$ cat config.mk
export PLATFORM = sky130hd
export DESIGN_NAME = mult_div_unit_flat
export DESIGN_NICKNAME = d
export VERILOG_FILES = /design/src/rtl/mult_div_unit_if.sv /design/src/rtl/mult_div_unit.sv /design/src/flat_wrapper.sv
export SDC_FILE = /design/constraint.sdc
export NUM_CORES = 1
export LEC_CHECK = 0
export CORE_UTILIZATION = 55
export CTS_BUF_LIST = sky130_fd_sc_hd__clkbuf_8 sky130_fd_sc_hd__clkbuf_16
export DETAILED_ROUTE_END_ITERATION = 7
export PLACE_DENSITY = 0.83
export SLEW_MARGIN = 10
export SYNTH_ARGS = -nofsm -noshare
export SYNTH_HDL_FRONTEND = slang
export SYNTH_SLANG_ARGS = --single-unit
$ cat constraint.sdc
create_clock -name clk -period 6.67 [get_ports clk]
set_input_delay 0.667 -clock clk [delete_from_list [all_inputs] [get_ports clk]]
set_output_delay 0.667 -clock clk [all_outputs]
set_load 0.05 [all_outputs]
$ cat src/rtl/mult_div_unit_if.sv
// Request/response bundle for mult_div_unit: the requester drives operands and
// controls, and the unit returns status and results.
interface mult_div_unit_if #(
    parameter int WIDTH = 32
);
    logic             start;
    logic [1:0]       op;
    logic [WIDTH-1:0] a;
    logic [WIDTH-1:0] b;
    logic             abort;
    logic             busy;
    logic             done;
    logic [WIDTH-1:0] hi;
    logic [WIDTH-1:0] lo;
    logic             div_by_zero;

    modport master (
        output start, op, a, b, abort,
        input  busy, done, hi, lo, div_by_zero
    );

    modport slave (
        input  start, op, a, b, abort,
        output busy, done, hi, lo, div_by_zero
    );
endinterface

$ cat src/rtl/mult_div_unit.sv
// Iterative signed/unsigned multiply/divide with fixed WIDTH+1 cycle latency.
// Divide support is compiled in only when MULT_DIV_DIV_EN is defined.
module mult_div_unit #(
    parameter int WIDTH = 32
) (
    input logic            clk,
    input logic            rst_n,
    mult_div_unit_if.slave bus
);
    localparam int CNT_W = $clog2(WIDTH) + 1;

    typedef enum logic [1:0] {IDLE, RUN, FIX} state_t;

    state_t           state;
    logic [CNT_W-1:0] cnt;
    logic             is_div;
    logic             sign_a;
    logic             sign_b;
    logic [WIDTH-1:0] mag_b;
    logic [WIDTH-1:0] acc;
    logic [WIDTH-1:0] lo_r;
`ifdef MULT_DIV_DIV_EN
    logic             dbz_r;
`endif

    function automatic logic [WIDTH-1:0] cond_neg(input logic [WIDTH-1:0] v, input logic neg);
        return neg ? (~v + WIDTH'(1)) : v;
    endfunction

    function automatic logic [2*WIDTH-1:0] cond_neg2(input logic [2*WIDTH-1:0] v, input logic neg);
        return neg ? (~v + (2*WIDTH)'(1)) : v;
    endfunction

    logic signed [WIDTH-1:0] a_s;
    logic signed [WIDTH-1:0] b_s;
    logic                    in_sa;
    logic                    in_sb;
    assign a_s   = bus.a;
    assign b_s   = bus.b;
    assign in_sa = bus.op[0] && (a_s < 0);
    assign in_sb = bus.op[0] && (b_s < 0);

    // Multiply step: acc:lo_r shifts right one bit, adding the multiplicand when lo_r[0] is set.
    logic [WIDTH:0] mul_sum;
    assign mul_sum = {1'b0, acc} + (lo_r[0] ? {1'b0, mag_b} : {(WIDTH+1){1'b0}});

`ifdef MULT_DIV_DIV_EN
    // Restoring divide step: bit WIDTH of the shifted partial remainder forces a subtract.
    logic [WIDTH:0] div_shift;
    logic [WIDTH:0] div_diff;
    logic           div_ge;
    assign div_shift = {acc, lo_r[WIDTH-1]};
    assign div_diff  = div_shift - {1'b0, mag_b};
    assign div_ge    = div_shift[WIDTH] | ~div_diff[WIDTH];
`endif

    logic [2*WIDTH-1:0] prod_fix;
    assign prod_fix = cond_neg2({acc, lo_r}, sign_a ^ sign_b);

    always_ff @(posedge clk or negedge rst_n) begin
        if (!rst_n) begin
            state           <= IDLE;
            cnt             <= '0;
            is_div          <= 1'b0;
            sign_a          <= 1'b0;
            sign_b          <= 1'b0;
            mag_b           <= '0;
            acc             <= '0;
            lo_r            <= '0;
`ifdef MULT_DIV_DIV_EN
            dbz_r           <= 1'b0;
`endif
            bus.busy        <= 1'b0;
            bus.done        <= 1'b0;
            bus.div_by_zero <= 1'b0;
            bus.hi          <= '0;
            bus.lo          <= '0;
        end else begin
            bus.done        <= 1'b0;
            bus.div_by_zero <= 1'b0;
            case (state)
                IDLE: begin
                    if (bus.start && !bus.abort) begin
                        is_div   <= bus.op[1];
                        sign_a   <= in_sa;
                        sign_b   <= in_sb;
                        mag_b    <= cond_neg(bus.b, in_sb);
                        lo_r     <= cond_neg(bus.a, in_sa);
                        acc      <= '0;
                        cnt      <= '0;
`ifdef MULT_DIV_DIV_EN
                        dbz_r    <= bus.op[1] && (bus.b == '0);
`endif
                        bus.busy <= 1'b1;
                        state    <= RUN;
                    end
                end
                RUN: begin
                    if (bus.abort) begin
                        bus.busy <= 1'b0;
                        state    <= IDLE;
                    end else begin
`ifdef MULT_DIV_DIV_EN
                        if (is_div) begin
                            acc  <= div_ge ? div_diff[WIDTH-1:0] : div_shift[WIDTH-1:0];
                            lo_r <= {lo_r[WIDTH-2:0], div_ge};
                        end else
`endif
                        begin
                            acc  <= mul_sum[WIDTH:1];
                            lo_r <= {mul_sum[0], lo_r[WIDTH-1:1]};
                        end
                        cnt <= cnt + CNT_W'(1);
                        if (cnt == CNT_W'(WIDTH - 1)) state <= FIX;
                    end
                end
                FIX: begin
                    if (!bus.abort) begin
                        if (is_div) begin
`ifdef MULT_DIV_DIV_EN
                            // Remainder takes the dividend's sign; with b == 0 this restores a.
                            bus.hi          <= cond_neg(acc, sign_a);
                            bus.lo          <= dbz_r ? '1 : cond_neg(lo_r, sign_a ^ sign_b);
                            bus.div_by_zero <= dbz_r;
`else
                            bus.hi          <= '0;
                            bus.lo          <= '0;
`endif
                        end else begin
                            {bus.hi, bus.lo} <= prod_fix;
                        end
                        bus.done <= 1'b1;
                    end
                    bus.busy <= 1'b0;
                    state    <= IDLE;
                end
                default: state <= IDLE;
            endcase
        end
    end
endmodule
$ cat src/flat_wrapper.sv
// flat-port wrapper written by rule: the top's interface ports become plain ports
module mult_div_unit_flat 
#(
    parameter int WIDTH = 32
)
  (clk, rst_n, bus_start, bus_op, bus_a, bus_b, bus_abort, bus_busy, bus_done, bus_hi, bus_lo, bus_div_by_zero);
  mult_div_unit_if #(.WIDTH(WIDTH)) bus_i ();
  input logic clk;
  input logic rst_n;
  input wire logic [$bits(bus_i.start)-1:0] bus_start;
  input wire logic [$bits(bus_i.op)-1:0] bus_op;
  input wire logic [$bits(bus_i.a)-1:0] bus_a;
  input wire logic [$bits(bus_i.b)-1:0] bus_b;
  input wire logic [$bits(bus_i.abort)-1:0] bus_abort;
  output wire logic [$bits(bus_i.busy)-1:0] bus_busy;
  output wire logic [$bits(bus_i.done)-1:0] bus_done;
  output wire logic [$bits(bus_i.hi)-1:0] bus_hi;
  output wire logic [$bits(bus_i.lo)-1:0] bus_lo;
  output wire logic [$bits(bus_i.div_by_zero)-1:0] bus_div_by_zero;
  assign bus_i.start = bus_start;
  assign bus_i.op = bus_op;
  assign bus_i.a = bus_a;
  assign bus_i.b = bus_b;
  assign bus_i.abort = bus_abort;
  assign bus_busy = bus_i.busy;
  assign bus_done = bus_i.done;
  assign bus_hi = bus_i.hi;
  assign bus_lo = bus_i.lo;
  assign bus_div_by_zero = bus_i.div_by_zero;
  mult_div_unit #(.WIDTH(WIDTH)) u_core (.clk(clk), .rst_n(rst_n), .bus(bus_i));
endmodule
==> impl_metrics.tcl <==
set metrics [dict create \
    status "finished, final reports clean" \
    grt_max_degree 110 \
    dieArea_um2 20800 \
    crit_arrival_ns 3.95 \
    fin_ws_ns 3.05 \
    cts_resized 0 \
    period_minus_slack_ns 3.62 \
    worst_pin_slew_ns 1.32 \
    vias 10000 \
    worst_clock_skew_ns 0.0119 \
    synth_edf_count 0 \
    cts_tree "yes" \
    cts_buffers 17 \
    mostFrequentLayoutCell "nand2_1" \
    routabilityCongestion 0.950 \
    ios 137 \
    leakagePower_nw 5.72 \
    num_rows 51 \
    clock_path_buffers 2 \
    die_h_um 144 \
    grt_usage_pct 28.5 \
    syn_to_final_growth_pct 19.1 \
    antenna_left 0 \
    relSlewSlack_pct 11.7 \
    ys_seq_area_share_pct 38.8 \
    synthArstFlopShare_pct 100 \
    irDropWorstVdd_mv 0.236 \
    place_area_um2 12600 \
    cts_setup_buffers 0 \
    syn_area_um2 11100 \
    fmax_ghz 0.276 \
    ys_seq_elements 173 \
    core_um2 19700 \
    h-tree-depth 4 \
    syn_nets 1451 \
    power_density_nw_per_um2 364 \
    initial_utilization_pct 56.7 \
    finalCritPeriodShare_pct 54.3 \
    maxCapViolCount 0 \
    worstHoldPathType "primary input to asynchronous set/reset pin" \
    die_w_um 144 \
    yosys_warnings 0 \
    drc 0 \
    wl_per_cell_um 16.5 \
    setup_violations 0 \
    hold_viol_final 0 \
    clkSinkCount 173 \
    tns_ns 0 \
    rsz0062_at_grt "false" \
    antenna_found_initial 0 \
    cts.clk_slew.worst_paths_ns 0.08 \
    drt-total-wl_um 28200 \
    synth_cell_type_count 62 \
    layout-drive-gt1-share_pct 4.15 \
    fin_area_um2 13300 \
    via_per_inst 5.86 \
    syn_inst 1340 \
    first_pass_iters 6 \
    cp_max_fo 36 \
    numPortBuffers 135 \
    grt_pass1_vias 9332 \
    crit_required_ns 7.00 \
    layout_common_cells "nand2_1 (210), o21ai_0 (175), dfrtp_1 (173), clkdlybuf4s50_1 (134), a21oi_1 (104)" \
    grt_pass1_wl_um 46200 \
    crit_path_start_kind "flip-flop" \
    hpwlAfterDp_um 21000 \
    synth_ff_type "dfrtp_1" \
    nets 1544 \
    slew_viol_final 0 \
    first_iter_violations 779 \
    critical_path_class "flip-flop to flip-flop" \
    post-place-ws_ns 3.02 \
    ctsRootBufferMaster "clkbuf_16" \
    clk_latency_ns 0.45 \
    avgSynthCellArea_um2 8.32 \
    cts_hold_buf 0 \
    overflow 0 \
    endpoint_kind "flip-flop" \
    antenna_cells 0 \
]
==> final cells by class <==
type / instances / area (µm²)
multi-input combinational: 1069 / 6470
fill: 1648 / 6380
sequential: 173 / 4330
timing repair buffer: 143 / 1410
clock buffer: 17 / 425
tap: 265 / 332
clock inverter: 15 / 200
inverter: 29 / 109
==> logic make-up after synthesis <==
| kind of cell | count (synthesis) | share of synthesized area, % |
|---|---|---|
| AO/OA/AOI/OAI | 397 | 20.7 |
| adder cells (fa/ha/maj) | 41 | 4.67 |
| AND/OR/NAND/NOR | 479 | 20.5 |
| other | 1 | 0.0336 |
| XOR/XNOR | 146 | 11.5 |
| buffers and inverters | 98 | 3.33 |
| flip-flops | 173 | 38.8 |
| multiplexers | 5 | 0.460 |
==> Yosys cell counts, drive strengths merged (3+ instances only) <==
| library cell | number | area [µm²] |
|---|---|---|
| and2 | 38 | 238 |
| mux2i | 4 | 40.0 |
| nand3b | 8 | 60.1 |
| o31ai | 24 | 180 |
| nand2 | 210 | 788 |
| o22ai | 9 | 56.3 |
| a21o | 18 | 135 |
| or2 | 4 | 25.0 |
| o211ai | 3 | 22.5 |
| nand2b | 8 | 50.1 |
| and3 | 7 | 43.8 |
| a31oi | 17 | 106 |
| or4 | 13 | 101 |
| clkbuf | 68 | 255 |
| nor2b | 6 | 37.5 |
| nand3 | 11 | 67.6 |
| nor4 | 11 | 83.8 |
| o21a | 4 | 30.0 |
| dfrtp | 173 | 4330 |
| or3 | 17 | 106 |
| nor2 | 97 | 364 |
| inv | 29 | 109 |
| a21oi | 104 | 521 |
| a41oi | 4 | 35.0 |
| o21ai | 182 | 911 |
| ha | 40 | 500 |
| o41ai | 11 | 119 |
| nand4 | 15 | 93.8 |
| a221o | 3 | 30.0 |
| nor3 | 26 | 151 |
| xnor2 | 79 | 692 |
| xor2 | 67 | 587 |
==> worst max-delay path: stages, from the launching register on <==
cell and delay [ns]:
dfrtp_1 1.00, and2_1 0.24, ha_1 0.28, a21o_1 0.22, a221oi_1 0.42, o21ai_0 0.24
o211ai_1 0.32, a211oi_1 0.16, or3_1 0.34, a32o_1 0.28
==> per-layer routing <==
metal / vias to the layer above / wire (µm) / GRT usage (%)
li1: 4898 / - / -
met1: 4728 / 12800 / 40.4
met2: 359 / 12700 / 44.4
met3: 44 / 2050 / 4.64
met4: 0 / 608 / 9.42
met5: - / 0 / 0
==> flip-flops by register name, indices dropped and copies added, names as in the netlist <==
| register | flops |
|---|---|
| u_core.lo_r | 32 |
| u_core.bus.lo | 32 |
| u_core.sign_b | 1 |
| u_core.sign_a | 1 |
| u_core.mag_b | 32 |
| u_core.state | 2 |
| u_core.bus.hi | 32 |
| u_core.acc | 32 |
| u_core.bus.done | 1 |
| u_core.is_div | 1 |
| u_core.bus.busy | 1 |
| u_core.cnt | 6 |
==> where the power goes <==
part           internal [mW]  switching, mW  total [mW]
Combinational          0.844           1.24        2.09
Clock                  0.544          0.484        1.03
Sequential              1.31          0.403        1.71
Total                   2.70           2.13        4.83
==> through the flow <==
step                hold WS (ns)  std cells  power [mW]  utilization [%]
finish                     0.299       1711        4.83             67.5
global route               0.430       1711        5.15             67.5
CTS                        0.374       1711        4.81             67.5
detailed placement         0.465       1679        3.76             64.4
global placement           0.455       1679        3.69             64.4
floorplan                  0.371       1340        3.16                -
==> path summary, 6_finish.rpt <==
kind | slack (ns) | to | startpoint | cells past startpoint
setup / recovery | 3.05 | u_core.acc[22] | u_core.lo_r[0] | 9
hold / removal | 0.30 | u_core.state[1] | rst_n | 1
setup reg to reg | 3.05 | u_core.acc[22] | u_core.lo_r[0] | 9
hold reg to reg | 0.48 | u_core.mag_b[9] | u_core.mag_b[9] | 2
max in group asynchronous | 5.01 | u_core.bus.lo[8] | rst_n | 2
min in group clk | 0.48 | u_core.mag_b[9] | u_core.mag_b[9] | 2
Power figures use the tool's default switching activity.
